[src/rtl/mem_stage_pkg.sv]
// Shared types and constants for the memory stage: FSM states, MEM/WB payload
// layout and the data word returned when a bus access times out.
package mem_stage_pkg;

    typedef enum logic {
        ST_IDLE = 1'b0,
        ST_WAIT = 1'b1
    } state_e;

    localparam int          TIMEOUT_DEFAULT = 16;
    localparam logic [31:0] BUS_ERR_DATA    = 32'hDEADBEEF;

    typedef struct packed {
        logic        pcsrc;
        logic        reg_write;
        logic        memto_reg;
        logic [31:0] read_data;
        logic [31:0] alu_out;
        logic [3:0]  wa3;
    } mw_t;

    // A bubble keeps the data fields but kills every control that has a side effect.
    function automatic mw_t mw_bubble(input mw_t x);
        mw_t y;
        y           = x;
        y.pcsrc     = 1'b0;
        y.reg_write = 1'b0;
        y.memto_reg = 1'b0;
        return y;
    endfunction

endpackage

[src/rtl/mem_stage_reg_mw.sv]
// MEM/WB pipeline register: falling-edge, synchronous reset, and a bubble input
// that zeroes the W-stage controls while the memory stage is stalled.
module reg_mw
    import mem_stage_pkg::*;
(
    input  logic CLK,
    input  logic RESET,
    input  logic bubble,
    input  mw_t  mw_i,
    output mw_t  mw_o
);

    mw_t mw_d;
    mw_t mw_q;

    always_comb begin
        mw_d = mw_i;
        if (bubble) begin
            mw_d = mw_bubble(mw_i);
        end
    end

    always_ff @(negedge CLK) begin
        if (RESET) begin
            mw_q <= '0;
        end else begin
            mw_q <= mw_d;
        end
    end

    assign mw_o = mw_q;

endmodule

[src/rtl/mem_stage.sv]
// Memory stage: drives a request/ack data bus with a bounded wait, stalls the
// front of the pipeline while an access is outstanding, and feeds MEM/WB.
module mem_stage
    import mem_stage_pkg::*;
#(
    parameter int TIMEOUT = TIMEOUT_DEFAULT
) (
    input  logic        CLK,
    input  logic        RESET,
    input  logic        PCSrcM,
    input  logic        RegWriteM,
    input  logic        MemtoRegM,
    input  logic        MemWriteM,
    input  logic [31:0] ALUResultM,
    input  logic [31:0] WriteDataM,
    input  logic [3:0]  WA3M,
    output logic        DReq,
    output logic        DWe,
    output logic [31:0] DAddr,
    output logic [31:0] DWData,
    input  logic [31:0] DRData,
    input  logic        DAck,
    output logic        StallM,
    output logic        PCSrcW,
    output logic        RegWriteW,
    output logic        MemtoRegW,
    output logic [31:0] ReadDataW,
    output logic [31:0] ALUOutW,
    output logic [3:0]  WA3W,
    output logic        BusErr
);

    localparam int              CNT_W    = (TIMEOUT > 2) ? $clog2(TIMEOUT) : 1;
    localparam logic [CNT_W-1:0] CNT_LAST = CNT_W'(TIMEOUT - 1);

    state_e            state_q, state_d;
    logic [CNT_W-1:0]  cnt_q, cnt_d;
    logic              dwe_q, dwe_d;
    logic [31:0]       daddr_q, daddr_d;
    logic [31:0]       dwdata_q, dwdata_d;
    logic              bus_err_q, bus_err_d;

    logic              access;
    logic              in_wait;
    logic              timeout_hit;
    logic              done;
    logic              abort;
    logic              stall;
    mw_t               mw_in;
    mw_t               mw_out;

    always_comb begin
        state_d   = state_q;
        cnt_d     = cnt_q;
        dwe_d     = dwe_q;
        daddr_d   = daddr_q;
        dwdata_d  = dwdata_q;
        bus_err_d = bus_err_q;

        access      = MemtoRegM | MemWriteM;
        in_wait     = (state_q == ST_WAIT);
        timeout_hit = in_wait && (cnt_q == CNT_LAST);
        done        = in_wait && DAck;
        // An ack in the last wait cycle still completes normally.
        abort       = timeout_hit && !DAck;
        stall       = (!in_wait && access) || (in_wait && !DAck && !timeout_hit);

        case (state_q)
            ST_IDLE: begin
                if (access) begin
                    state_d  = ST_WAIT;
                    cnt_d    = '0;
                    dwe_d    = MemWriteM;
                    daddr_d  = ALUResultM;
                    dwdata_d = WriteDataM;
                end
            end
            ST_WAIT: begin
                if (done || abort) begin
                    state_d = ST_IDLE;
                    dwe_d   = 1'b0;
                    if (abort) begin
                        bus_err_d = 1'b1;
                    end
                end else begin
                    cnt_d = cnt_q + 1'b1;
                end
            end
            default: state_d = ST_IDLE;
        endcase

        mw_in.pcsrc     = PCSrcM;
        mw_in.reg_write = RegWriteM;
        mw_in.memto_reg = MemtoRegM & ~MemWriteM;
        mw_in.read_data = '0;
        mw_in.alu_out   = ALUResultM;
        mw_in.wa3       = WA3M;
        if (done && !dwe_q) begin
            mw_in.read_data = DRData;
        end
        if (abort) begin
            mw_in.pcsrc     = 1'b0;
            mw_in.reg_write = 1'b0;
            mw_in.memto_reg = 1'b0;
            mw_in.read_data = BUS_ERR_DATA;
        end
    end

    always_ff @(negedge CLK) begin
        if (RESET) begin
            state_q   <= ST_IDLE;
            cnt_q     <= '0;
            dwe_q     <= 1'b0;
            daddr_q   <= '0;
            dwdata_q  <= '0;
            bus_err_q <= 1'b0;
        end else begin
            state_q   <= state_d;
            cnt_q     <= cnt_d;
            dwe_q     <= dwe_d;
            daddr_q   <= daddr_d;
            dwdata_q  <= dwdata_d;
            bus_err_q <= bus_err_d;
        end
    end

    reg_mw u_reg_mw (
        .CLK    (CLK),
        .RESET  (RESET),
        .bubble (stall),
        .mw_i   (mw_in),
        .mw_o   (mw_out)
    );

    assign DReq      = in_wait;
    assign DWe       = dwe_q;
    assign DAddr     = daddr_q;
    assign DWData    = dwdata_q;
    assign BusErr    = bus_err_q;
    assign StallM    = stall;
    assign PCSrcW    = mw_out.pcsrc;
    assign RegWriteW = mw_out.reg_write;
    assign MemtoRegW = mw_out.memto_reg;
    assign ReadDataW = mw_out.read_data;
    assign ALUOutW   = mw_out.alu_out;
    assign WA3W      = mw_out.wa3;

endmodule

[config.mk]
export PLATFORM = sky130hd
export DESIGN_NAME = mem_stage
export DESIGN_NICKNAME = d
export VERILOG_FILES = /design/src/rtl/mem_stage_pkg.sv /design/src/rtl/mem_stage_reg_mw.sv /design/src/rtl/mem_stage.sv
export SDC_FILE = /design/constraint.sdc
export NUM_CORES = 1
export LEC_CHECK = 0
export BUFFER_PORTS_ARGS = -buffer_cell sky130_fd_sc_hd__buf_2
export CAP_MARGIN = 20
export CORE_MARGIN = 1.5
export CORE_UTILIZATION = 45
export DETAILED_ROUTE_END_ITERATION = 8
export PLACE_DENSITY = 0.91
export SETUP_SLACK_MARGIN = 0.2
export SLEW_MARGIN = 30
export SYNTH_ARGS = -nofsm -noshare
export SYNTH_HDL_FRONTEND = slang
export SYNTH_HIERARCHICAL = 1
export SYNTH_SLANG_ARGS = --single-unit
[constraint.sdc]
create_clock -name CLK -period 1.6 [get_ports CLK]
set_input_delay 0.32 -clock CLK [delete_from_list [all_inputs] [get_ports CLK]]
set_output_delay 0.32 -clock CLK [all_outputs]
set_load 0.02 [all_outputs]
==> results of run 1 <==
==> logic make-up after synthesis <==
logic type      count (synthesis)  synth area share (%)
compound gates                100                  12.4
fa+ha+maj                       1                 0.264
buf+inv                        38                  3.83
flops                         142                  60.0
mux                             1                 0.211
simple gates                  228                  23.2
==> per-stage QoR <==
stage / area, sq um / util [%]
after detailed placement: 6940 / 67.5
after floorplan: 5440 / -
after global placement: 6940 / 67.5
==> results.sh, run 1 <==
export IMPL_die_w_microns=106
export IMPL_yosysMostFrequentCell="dfxtp_1"
export IMPL_synth_top_cells_by_area="dfxtp_1, nand2_1, nor2b_1"
export IMPL_numPortBuffers=245
export IMPL_yosysUniqueCellTypes=27
export IMPL_synth_top_flop_cell="dfxtp_1"
export IMPL_avgSynthCellArea_sq_um=9.28
export IMPL_initial_core_util_pct=46.1
export IMPL_dp_slack_ns=-0.475
export IMPL_cts_setup_buffers=32
export IMPL_failed_stage="clock tree synthesis (4_1_cts)"
export IMPL_yosysWarningCount=6
export IMPL_fp_row_count=37
export IMPL_ctsHtreeMaxLevel=4
export IMPL_firstError="[ERROR DPL-0033] detailed placement checks failed during check placement."
export IMPL_post_cts_resized=420
export IMPL_async_reset_ff_share_pct=0
export IMPL_synth_top_area_share_pct=60.0
export IMPL_post_synth_top_area_cell="dfxtp_1"
export IMPL_ys_ff_latch=142
export IMPL_die_h_microns=106
export IMPL_cts_buffer_depth=2
export IMPL_dpl_hpwl_microns=9550
export IMPL_place_gp_congestion=0.792
export IMPL_synth_edf_count=0
export IMPL_seq_area_frac_synth_pct=60.0
export IMPL_status="aborted with a tool error"
export IMPL_synthCells=510
export IMPL_postCtsHoldBufs=0
export IMPL_synth_fp_nets=618
export IMPL_synth_common_cells="dfxtp_1, nand2_1, nor2b_1, a21oi_1, a21o_1"
export IMPL_syn_cell_area_sq_um=4730
export IMPL_clockRootBuffer="clkbuf_8"
export IMPL_io_pins=246
export IMPL_dp_cells=890
export IMPL_numCtsBuffers=17
export IMPL_cts_sinks=142
==> run 2: changes to the inputs <==
--- a/config.mk
+++ b/config.mk
@@ -8,10 +8,9 @@
 export BUFFER_PORTS_ARGS = -buffer_cell sky130_fd_sc_hd__buf_2
 export CAP_MARGIN = 20
 export CORE_MARGIN = 1.5
-export CORE_UTILIZATION = 45
+export CORE_UTILIZATION = 40
 export DETAILED_ROUTE_END_ITERATION = 8
-export PLACE_DENSITY = 0.91
-export SETUP_SLACK_MARGIN = 0.2
+export PLACE_DENSITY_LB_ADDON = 0.15
 export SLEW_MARGIN = 30
 export SYNTH_ARGS = -nofsm -noshare
 export SYNTH_HDL_FRONTEND = slang
==> results.sh, run 2 <==
export IMPL_yosysWarningCount=6
export IMPL_ant_nets=0
export IMPL_core_area_sq_um=11500
export IMPL_area_growth_pct=89.8
export IMPL_via_per_inst=4.64
export IMPL_finalHoldViolations=0
export IMPL_cts_sinks=142
export IMPL_async_reset_ff_share_pct=0
export IMPL_multi_input_area_sq_um=1840
export IMPL_violations="negative setup slack"
export IMPL_overflow=0
export IMPL_place_gp_congestion=0.795
export IMPL_dp_cells=895
export IMPL_drtIter0Drc=239
export IMPL_end_kind="output pin"
export IMPL_clockRootBuffer="clkbuf_16"
export IMPL_antenna_diode_count=0
export IMPL_reg2reg_depth=7
export IMPL_p_switching_w=0.00347
export IMPL_finish_instance_area_sq_um=8980
export IMPL_syn_cell_area_sq_um=4730
export IMPL_numCtsBuffers=17
export IMPL_place_area_sq_um=6390
export IMPL_synth_common_cells="dfxtp_1, nand2_1, nor2b_1, a21oi_1, a21o_1"
export IMPL_fin_skew_ns=0.0168
export IMPL_synth_fp_nets=618
export IMPL_n_fill_cell=794
export IMPL_seq_area_frac_synth_pct=60.0
export IMPL_muxShareOfSynthArea_pct=0.211
export IMPL_status="finished with violations"
export IMPL_synth_xor_area_share_pct=0
export IMPL_yosysMostFrequentCell="dfxtp_1"
export IMPL_post_synth_top_area_cell="dfxtp_1"
export IMPL_die_area_sq_um=12500
export IMPL_largest_register_ff_count=71
export IMPL_grt_pass1_wl_microns=24400
export IMPL_fp_row_count=39
export IMPL_stdcell_count=1100
export IMPL_synth_top_family_by_area="simple AND/OR/NAND/NOR gates"
export IMPL_nets=1052
export IMPL_routedWlPerCell_microns=13.7
export IMPL_io_pins=246
export IMPL_avgSynthCellArea_sq_um=9.28
export IMPL_worst_hold_slack_ns=0.454
export IMPL_synth_top_area_share_pct=60.0
export IMPL_seq_area_sq_um=3020
export IMPL_grt_pass1_vias=5473
export IMPL_fin_tns_setup_ns=-72.68
export IMPL_cp_start_kind="flip-flop"
export IMPL_seqPwrFrac_pct=36.4
export IMPL_initial_core_util_pct=41.3
export IMPL_pwr_density_cell_nw_per_um2=1200
export IMPL_synth_top_flop_cell="dfxtp_1"
export IMPL_cellLeakagePower_nw=4.77
export IMPL_postCtsHoldBufs=0
export IMPL_switching_share_pct=32.1
export IMPL_synth_edf_count=0
export IMPL_cp_required_ns=1.28
export IMPL_tightest_slew_ns=0.299
export IMPL_die_h_microns=112
export IMPL_cts_tree="built"
export IMPL_timing_rr_start="DReq$_SDFF_NP0_"
export IMPL_clkPwrFrac_pct=48.8
export IMPL_die_w_microns=112
export IMPL_numPortBuffers=245
export IMPL_ctsHtreeMaxLevel=4
export IMPL_grt_max_degree=65
export IMPL_via_count=5106
export IMPL_synthAdderAreaFrac_pct=0.264
export IMPL_synthCells=510
export IMPL_final_cell_mix="inv_1, buf_6, dfxtp_2, nand2_1, buf_2"
export IMPL_synth_simple_area_share_pct=23.2
export IMPL_setup_ws_ns=-0.820
export IMPL_path_max_fanout=2
export IMPL_drive_gt1_share_pct=52.9
export IMPL_cts_buffer_depth=2
export IMPL_track_usage_pct=24.3
export IMPL_p_int_w=0.00732
export IMPL_wl_microns=15000
export IMPL_dpl_hpwl_microns=8830
export IMPL_setup_viol=211
export IMPL_drt_pass1_iterations=4
export IMPL_cp_startpoint="cnt_q[1]$_SDFFE_NP0P_"
export IMPL_yosysUniqueCellTypes=27
export IMPL_synth_top_cells_by_area="dfxtp_1, nand2_1, nor2b_1"
export IMPL_crit_end="StallM"
export IMPL_worstSetupPathType="reg -> out"
export IMPL_ys_ff_latch=142
export IMPL_synth_compound_area_share_pct=12.4
export IMPL_drv_slew=0
export IMPL_r2r_end="DWData[15]$_SDFFE_NP0P_"
export IMPL_hold_class="reg -> reg"
export IMPL_power_frac_comb_pct=14.8
export IMPL_rrSetupSlack_ns=0.01
export IMPL_path_clk_slew_ns=0.03
export IMPL_clk_latency_ns=0.45
export IMPL_arrival_ns=2.10
export IMPL_drc=0
export IMPL_ir_worst_vdd_mv=0.667
export IMPL_grt_setup_unrepaired="true"
export IMPL_slew_limit_headroom_pct=80.0
export IMPL_max_cap_violations=0
export IMPL_antenna_found_initial=0
-- run 2: cells by family (layout without fill, tap and decap cells) --
logic type	count (synthesis)	count (layout)
adder cells (fa/ha/maj)	1	1
AO/OA/AOI/OAI	100	100
multiplexers	1	1
flip-flops	142	142
AND/OR/NAND/NOR	228	228
buffers and inverters	38	485
-- run 2: critical path, cell delays in order (launching register included) --
cell	delay [ns]
dfxtp_2	0.35
ha_4	0.15
nand3_4	0.08
nand2_4	0.10
nand2_8	0.05
buf_6	0.13
-- run 2: repair_timing --
action                                 CTS  global route
gates resized for setup                431            13
gates cloned                             7             0
pin swaps                                4             3
setup buffers                            8            19
setup endpoints to repair              205           228
endpoints found under the hold margin    0             0
-- run 2: layout make-up --
type / instances / area share, %
sequential: 142 / 33.6
multi-input combinational: 330 / 20.5
timing repair buffer: 309 / 31.4
clock inverter: 157 / 7.73
inverter: 2 / 0.0836
tap: 143 / 1.99
clock buffer: 17 / 4.73
-- run 2: worst min path at each step --
stage          slack [ns]                     end                    from  cells after the start
3_5_place_dp         0.44   DAddr[1]$_SDFFE_NP0P_   DAddr[1]$_SDFFE_NP0P_                      2
4_1_cts              0.45   DAddr[1]$_SDFFE_NP0P_   DAddr[1]$_SDFFE_NP0P_                      2
5_1_grt              0.47  DAddr[28]$_SDFFE_NP0P_  DAddr[28]$_SDFFE_NP0P_                      2
3_3_place_gp         0.44   DAddr[6]$_SDFFE_NP0P_   DAddr[6]$_SDFFE_NP0P_                      2
6_report             0.45  DAddr[23]$_SDFFE_NP0P_  DAddr[23]$_SDFFE_NP0P_                      2
2_1_floorplan        0.50   cnt_q[3]$_SDFFE_NP0P_   cnt_q[3]$_SDFFE_NP0P_                      2
-- run 2: routing by layer --
metal | global-route usage, % | up-vias | share of wire (%) | wire [microns]
met5 | 0 | - | 0 | 0
met4 | 13.2 | 0 | 1.7 | 253
met3 | 11.7 | 17 | 7.0 | 1050
met2 | 41.9 | 195 | 53 | 7960
met1 | 24.0 | 2382 | 38 | 5790
li1 | - | 2512 | - | -
-- run 2: power by group through the flow --
stage,logic [W],registers (W),clock network [W]
finish,0.00159,0.00392,0.00527
CTS,0.00152,0.00392,0.00539
global route,0.00170,0.00393,0.00587
global placement,0.00113,0.00387,0.000546
detailed placement,0.00114,0.00388,0.000546
floorplan,0.000433,0.00413,0.000546
-- run 2: metrics by stage --
step / utilization, % / worst slack (ns) / power, W
after floorplan: - / -0.315 / 0.00511
after global placement: 55.7 / -0.493 / 0.00555
after detailed placement: 55.7 / -0.517 / 0.00557
after CTS: 76.8 / -0.842 / 0.0108
after global routing: 78.4 / -0.895 / 0.0115
final: 78.4 / -0.820 / 0.0108
No activity file was read; power rests on OpenSTA's default activity.
